## src/rtl/mips_ctrl_pkg.sv

```systemverilog
// Shared encodings for the multi-cycle MIPS control sequencer.
package mips_ctrl_pkg;

  typedef enum logic [3:0] {
    S_START  = 4'd0,
    S_FETCH  = 4'd1,
    S_DECODE = 4'd2,
    S_MEMADR = 4'd3,
    S_MEMRD  = 4'd4,
    S_MEMWB  = 4'd5,
    S_MEMWR  = 4'd6,
    S_EXEC   = 4'd7,
    S_ALUWB  = 4'd8,
    S_BRANCH = 4'd9,
    S_ADDIEX = 4'd10,
    S_ADDIWB = 4'd11,
    S_JUMP   = 4'd12
  } state_t;

  localparam logic [5:0] OP_RTYPE = 6'd0;
  localparam logic [5:0] OP_J     = 6'd2;
  localparam logic [5:0] OP_BEQ   = 6'd4;
  localparam logic [5:0] OP_ADDI  = 6'd8;
  localparam logic [5:0] OP_LW    = 6'd35;
  localparam logic [5:0] OP_SW    = 6'd43;

  localparam logic [1:0] ALUOP_ADD   = 2'b00;
  localparam logic [1:0] ALUOP_SUB   = 2'b01;
  localparam logic [1:0] ALUOP_FUNCT = 2'b10;

  localparam logic [1:0] SRCB_B       = 2'b00;
  localparam logic [1:0] SRCB_FOUR    = 2'b01;
  localparam logic [1:0] SRCB_IMM     = 2'b10;
  localparam logic [1:0] SRCB_IMM_SH2 = 2'b11;

  localparam logic [1:0] PCSRC_ALU    = 2'b00;
  localparam logic [1:0] PCSRC_ALUOUT = 2'b01;
  localparam logic [1:0] PCSRC_JUMP   = 2'b10;

  function automatic logic is_legal(input logic [5:0] op);
    return (op == OP_RTYPE) || (op == OP_J) || (op == OP_BEQ) ||
           (op == OP_ADDI) || (op == OP_LW) || (op == OP_SW);
  endfunction

endpackage

```

## src/rtl/mips_ctrl_decode.sv

```systemverilog
// Combinational output decode: state plus the few qualifying inputs map to
// every datapath strobe and select.
module mips_ctrl_decode
  import mips_ctrl_pkg::*;
(
  input  logic [3:0] state,
  input  logic       mem_ready,
  input  logic       zero,
  input  logic [5:0] opcode,
  output logic [1:0] alu_op,
  output logic       alu_src_a,
  output logic [1:0] alu_src_b,
  output logic [1:0] pc_src,
  output logic       pc_write,
  output logic       ir_write,
  output logic       mem_read,
  output logic       mem_write,
  output logic       iord,
  output logic       reg_write,
  output logic       reg_dst,
  output logic       mem_to_reg,
  output logic       illegal_op
);

  always_comb begin
    alu_op     = ALUOP_ADD;
    alu_src_a  = 1'b0;
    alu_src_b  = SRCB_B;
    pc_src     = PCSRC_ALU;
    pc_write   = 1'b0;
    ir_write   = 1'b0;
    mem_read   = 1'b0;
    mem_write  = 1'b0;
    iord       = 1'b0;
    reg_write  = 1'b0;
    reg_dst    = 1'b0;
    mem_to_reg = 1'b0;
    illegal_op = 1'b0;
    case (state_t'(state))
      S_FETCH: begin
        // IR load and PC+4 commit only on the cycle the read completes
        mem_read  = 1'b1;
        alu_src_b = SRCB_FOUR;
        ir_write  = mem_ready;
        pc_write  = mem_ready;
      end
      S_DECODE: begin
        alu_src_b  = SRCB_IMM_SH2;
        illegal_op = !is_legal(opcode);
      end
      S_MEMADR, S_ADDIEX: begin
        alu_src_a = 1'b1;
        alu_src_b = SRCB_IMM;
      end
      S_MEMRD: begin
        iord     = 1'b1;
        mem_read = 1'b1;
      end
      S_MEMWB: begin
        reg_write  = 1'b1;
        mem_to_reg = 1'b1;
      end
      S_MEMWR: begin
        iord      = 1'b1;
        mem_write = 1'b1;
      end
      S_EXEC: begin
        alu_src_a = 1'b1;
        alu_op    = ALUOP_FUNCT;
      end
      S_ALUWB: begin
        reg_write = 1'b1;
        reg_dst   = 1'b1;
      end
      S_BRANCH: begin
        alu_src_a = 1'b1;
        alu_op    = ALUOP_SUB;
        pc_src    = PCSRC_ALUOUT;
        pc_write  = zero;
      end
      S_ADDIWB: reg_write = 1'b1;
      S_JUMP: begin
        pc_src   = PCSRC_JUMP;
        pc_write = 1'b1;
      end
      default: ;
    endcase
  end

endmodule

```

## src/rtl/mips_multicycle_control.sv

```systemverilog
// Multi-cycle MIPS control sequencer: state register, next-state logic and
// retired-instruction counter; outputs come from mips_ctrl_decode.
module mips_multicycle_control
  import mips_ctrl_pkg::*;
#(
  parameter int CNT_W = 32
) (
  input  logic             clk,
  input  logic             rst_n,
  input  logic [5:0]       opcode,
  input  logic             zero,
  input  logic             mem_ready,
  output logic [1:0]       alu_op,
  output logic             alu_src_a,
  output logic [1:0]       alu_src_b,
  output logic [1:0]       pc_src,
  output logic             pc_write,
  output logic             ir_write,
  output logic             mem_read,
  output logic             mem_write,
  output logic             iord,
  output logic             reg_write,
  output logic             reg_dst,
  output logic             mem_to_reg,
  output logic             illegal_op,
  output logic [3:0]       state,
  output logic [CNT_W-1:0] retired
);

  state_t           state_q, state_d;
  logic [CNT_W-1:0] retired_q;
  logic             retire;

  always_comb begin
    state_d = S_START;
    case (state_q)
      S_START:  state_d = S_FETCH;
      S_FETCH:  state_d = mem_ready ? S_DECODE : S_FETCH;
      S_DECODE: begin
        case (opcode)
          OP_LW, OP_SW: state_d = S_MEMADR;
          OP_RTYPE:     state_d = S_EXEC;
          OP_BEQ:       state_d = S_BRANCH;
          OP_ADDI:      state_d = S_ADDIEX;
          OP_J:         state_d = S_JUMP;
          default:      state_d = S_FETCH;
        endcase
      end
      S_MEMADR: state_d = (opcode == OP_SW) ? S_MEMWR : S_MEMRD;
      S_MEMRD:  state_d = mem_ready ? S_MEMWB : S_MEMRD;
      S_MEMWR:  state_d = mem_ready ? S_FETCH : S_MEMWR;
      S_EXEC:   state_d = S_ALUWB;
      S_ADDIEX: state_d = S_ADDIWB;
      S_MEMWB, S_ALUWB, S_BRANCH, S_ADDIWB, S_JUMP: state_d = S_FETCH;
      default:  state_d = S_START;
    endcase
  end

  // Illegal-opcode returns leave from DECODE, so they are excluded here
  assign retire = (state_d == S_FETCH) &&
                  (state_q inside {S_MEMWB, S_MEMWR, S_ALUWB, S_BRANCH,
                                   S_ADDIWB, S_JUMP});

  always_ff @(posedge clk or negedge rst_n) begin
    if (!rst_n) begin
      state_q   <= S_START;
      retired_q <= '0;
    end else begin
      state_q <= state_d;
      if (retire) retired_q <= retired_q + CNT_W'(1);
    end
  end

  assign state   = state_q;
  assign retired = retired_q;

  mips_ctrl_decode u_decode (
    .state      (state_q),
    .mem_ready  (mem_ready),
    .zero       (zero),
    .opcode     (opcode),
    .alu_op     (alu_op),
    .alu_src_a  (alu_src_a),
    .alu_src_b  (alu_src_b),
    .pc_src     (pc_src),
    .pc_write   (pc_write),
    .ir_write   (ir_write),
    .mem_read   (mem_read),
    .mem_write  (mem_write),
    .iord       (iord),
    .reg_write  (reg_write),
    .reg_dst    (reg_dst),
    .mem_to_reg (mem_to_reg),
    .illegal_op (illegal_op)
  );

endmodule

```

## config.mk

```make
export PLATFORM = sky130hd
export DESIGN_NAME = mips_multicycle_control
export DESIGN_NICKNAME = d
export VERILOG_FILES = /design/src/rtl/mips_ctrl_pkg.sv /design/src/rtl/mips_ctrl_decode.sv /design/src/rtl/mips_multicycle_control.sv
export SDC_FILE = /design/constraint.sdc
export NUM_CORES = 1
export LEC_CHECK = 0
export BUFFER_PORTS_ARGS = -buffer_cell sky130_fd_sc_hd__buf_2
export CAP_MARGIN = 20
export CORE_MARGIN = 4
export CORE_UTILIZATION = 57
export DETAILED_ROUTE_END_ITERATION = 12
export GPL_TIMING_DRIVEN = 0
export HOLD_SLACK_MARGIN = 0.08
export PLACE_DENSITY = 0.86
export SLEW_MARGIN = 10
export SYNTH_ARGS = -nofsm -noshare
export SYNTH_HDL_FRONTEND = slang
export SYNTH_SLANG_ARGS = --single-unit
```

## constraint.sdc

```tcl
create_clock -name clk -period 2.91 [get_ports clk]
set_input_delay 0.291 -clock clk [delete_from_list [all_inputs] [get_ports clk]]
set_output_delay 0.291 -clock clk [all_outputs]
set_load 0.02 [all_outputs]
```

==> summary.md <==
| Metric | Value |
|---|---|
| Status | `completed` |
| Num rows | `22` |
| Starting Density | `approximately three fifths` |
| Vias per std cell | `5.80` |
| Count of cell types in the netlist | `44` |
| Post-synth top area cell | `dfrtp_1` |
| Pre-Repair DR Iteration Count | `5` |
| Core Box Area | `3770 sq um` |
| Final Setup Violations | `0` |
| Psw | `between 0.9 and 1 mW` |
| CP Data Arrival Time | `1.91 ns` |
| Largest net degree at the start of global routing | `37` |
| Fillcell total | `300` |
| Worst Hold Class | `in2async` |
| Final TNS setup | `0 ns` |
| Aggregate global routing overflow | `0` |
| Antenna viol nets, final | `0` |
| Number of global-route vias before repair | `1,945` |
| VDD IR max | `between 600 and 700 uV` |
| Syn. warnings | `0` |
| Async SR Flop Fraction | `100%` |
| Sw Share | `47.1%` |
| # resized after CTS | `0` |
| All-Layer GR Usage | `22.9%` |
| Gate power share | `50.3%` |
| Syn_area_per_cell | `9.91 sq um` |
| Highest clock rate | `454 MHz` |
| Number of synthesized register bits | `36` |
| Die span in x | `approximately 70 um` |
| Final Routed Wirelength | `5470 um` |
| Total power | `2.05 mW` |
| Crit path kind | `reg2out` |
| Average routed wire per standard cell | `15.7 um` |
| Root buf cell | `clkbuf_8` |
| CP required | `about 2.6 ns` |
| Leakage dissipation | `roughly 1.4 nW` |
| Slew Limit Fails | `0` |
| Via count | `2,020` |
| CP Launch Type | `register` |
| Post-synth EDFFs | `0` |
| Hold Vio Cnt, Final | `0` |
| TritonCTS Buffers | `5` |
| Worst-path clk slew | `0.07 ns` |
| Final setup margin | `between 0.7 and 0.8 ns` |
| Skew final | `~0.007 ns` |
| Crit-path max FO | `10` |
| Initial antenna violation count | `0` |
| Area Overhead vs Synth | `20.1%` |
| Initial DRC count | `137` |
| Diodes inserted | `0` |
| Post-DP HPWL | `3960 um` |
| Final RePlAce weighted congestion | `0.774` |
| Share of cells above drive strength 1 | `35.0%` |
| Top cells by count, synth | `dfrtp_1 (36), xor2_1 (28), nand2_1 (21), nor4_2 (17)` |
| Post-synthesis cell count | `approximately 230` |
| Synth top area share | `slightly below 40%` |
| Die H | `71.4 um` |
| Int Pwr | `1.08 mW` |
| Post-CTS setup buffers | `0` |
| RSZ-0062 raised after global routing | `false` |
| Post-synthesis sequential area ratio | `around 40%` |
| DRC viols | `0` |
| Launch point of the worst reg-to-reg path | `state[0]` |
| Final min period | `between 2 and 2.5 ns` |
| Relative slew margins | `46.9%` |
| First-pass GRT wire length | `~9400 um` |
| Slew @ Worst Pin | `0.797 ns` |
| H-Tree Depth | `2` |
| Worst-Skew Late Latency | `slightly below 0.3 ns` |
| Most common cell in the netlist | `dfrtp_1` |
| # nets final | `310` |
| Cell Area, Synth | `2290 sq um` |
| Min Hold Slack | `between 0.07 and 0.08 ns` |
| CTS tree | `yes` |
| CP Capture Type | `output port` |
| CP Launch Point | `state[3]` |
| Clk pwr share | `18.2%` |
| Power density over cell area | `between 700 and 800 nW/um^2` |
| Top cells by area, synth | `dfrtp_1 (39%), xor2_1 (11%), nor4_2 (9.3%), nand2_1 (3.4%), nor3_1 (2.6%)` |
| Die ar. | `5090 sq um` |
| CTS Hold Buffers Added | `0` |
| I/O Pins | `62` |
| Register-to-register setup slack | `0.85 ns` |
| # port buffers | `61` |
| Tcrit/Tclk final | `75.6%` |
| Post-synth top flop | `dfrtp_1` |
| Sequential power share | `a little under a third` |
| Clk sink count | `36` |
| Place WS | `0.934 ns` |
| Final Core Density | `72.9%` |
| Total of max-cap violations | `0` |
| Clk buf depth | `2` |
| Mapped Nets | `between 200 and 250` |
## final timing paths
path / end / depth (start not counted)
max: pc_write / 6
min: retired[27] / 1
max reg2reg: retired[10] / 6
min reg2reg: retired[31] / 1
max in group asynchronous: retired[16] / 1
min in group clk: state[1] / 3
## worst max-delay path: stages (launching register included)
cell      delay, ns
dfrtp_1        0.44
clkbuf_1       0.35
nor2_1         0.19
nand4b_1       0.16
inv_1          0.06
a211o_1        0.26
buf_2          0.16
## routing by layer
layer | vias up | track usage [%] | part of all wire, %
met4 | 0 | 11.7 | 2.3
met1 | 979 | 30.7 | 43
li1 | 963 | - | -
met2 | 66 | 35.4 | 49
met3 | 12 | 4.49 | 5.1
met5 | - | 0 | 0
## state kept, by name, summed over array words and instances (netlist names)
name	count
retired	32
state	4
## cells by family after synthesis
| group | after synthesis | synth area share (%) |
|---|---|---|
| muxes | 3 | 1.37 |
| AOI/OAI and AO/OA | 21 | 7.27 |
| DFF | 36 | 39.4 |
| adders and majority gates | 1 | 0.547 |
| buffers and inverters | 23 | 5.25 |
| and+or+nand+nor | 114 | 33.6 |
| xor gates and xnor gates | 33 | 12.6 |
## power groups by stage
stage	logic [mW]	registers, mW	clock network, mW
floorplan	0.682	0.715	0
global placement	1.02	0.653	0
detailed placement	1.03	0.655	0
CTS	1.03	0.646	0.378
global route	1.12	0.659	0.401
finish	1.03	0.646	0.372
## layout make-up
| class | count | area [sq um] | area share (%) |
|---|---|---|---|
| Buffer | 15 | 90.1 | 3.28 |
| Clock buffer | 7 | 86.3 | 3.14 |
| Clock inverter | 1 | 7.51 | 0.273 |
| Inverter | 8 | 30.0 | 1.09 |
| Multi-Input combinational cell | 172 | 1270 | 46.1 |
| Sequential cell | 36 | 901 | 32.8 |
| Tap cell | 48 | 60.1 | 2.19 |
| Timing Repair Buffer | 61 | 305 | 11.1 |
## cell usage in the layout, fill, tap and decap left out, types with 2 or more instances in the layout
master	n
a21boi_0	3
and3_1	5
buf_1	3
buf_2	64
buf_4	6
clkbuf_1	3
clkbuf_8	6
dfrtp_1	36
inv_1	8
mux2i_1	2
nand2_1	21
nand2b_1	4
nand3_1	11
nand3b_1	2
nand4_1	6
nand4b_1	2
nor2_1	12
nor2b_1	5
nor3_1	12
nor4_1	9
nor4_2	17
nor4b_2	2
o21ai_0	7
xnor2_1	5
xor2_1	28
## per-stage QoR
stage	instances	instance area [sq um]
final	348	2750
after floorplan	231	2290
after global placement	340	2650
after global routing	348	2750
after CTS	348	2750
after detailed placement	340	2650
(Power assumes the default switching activity.)
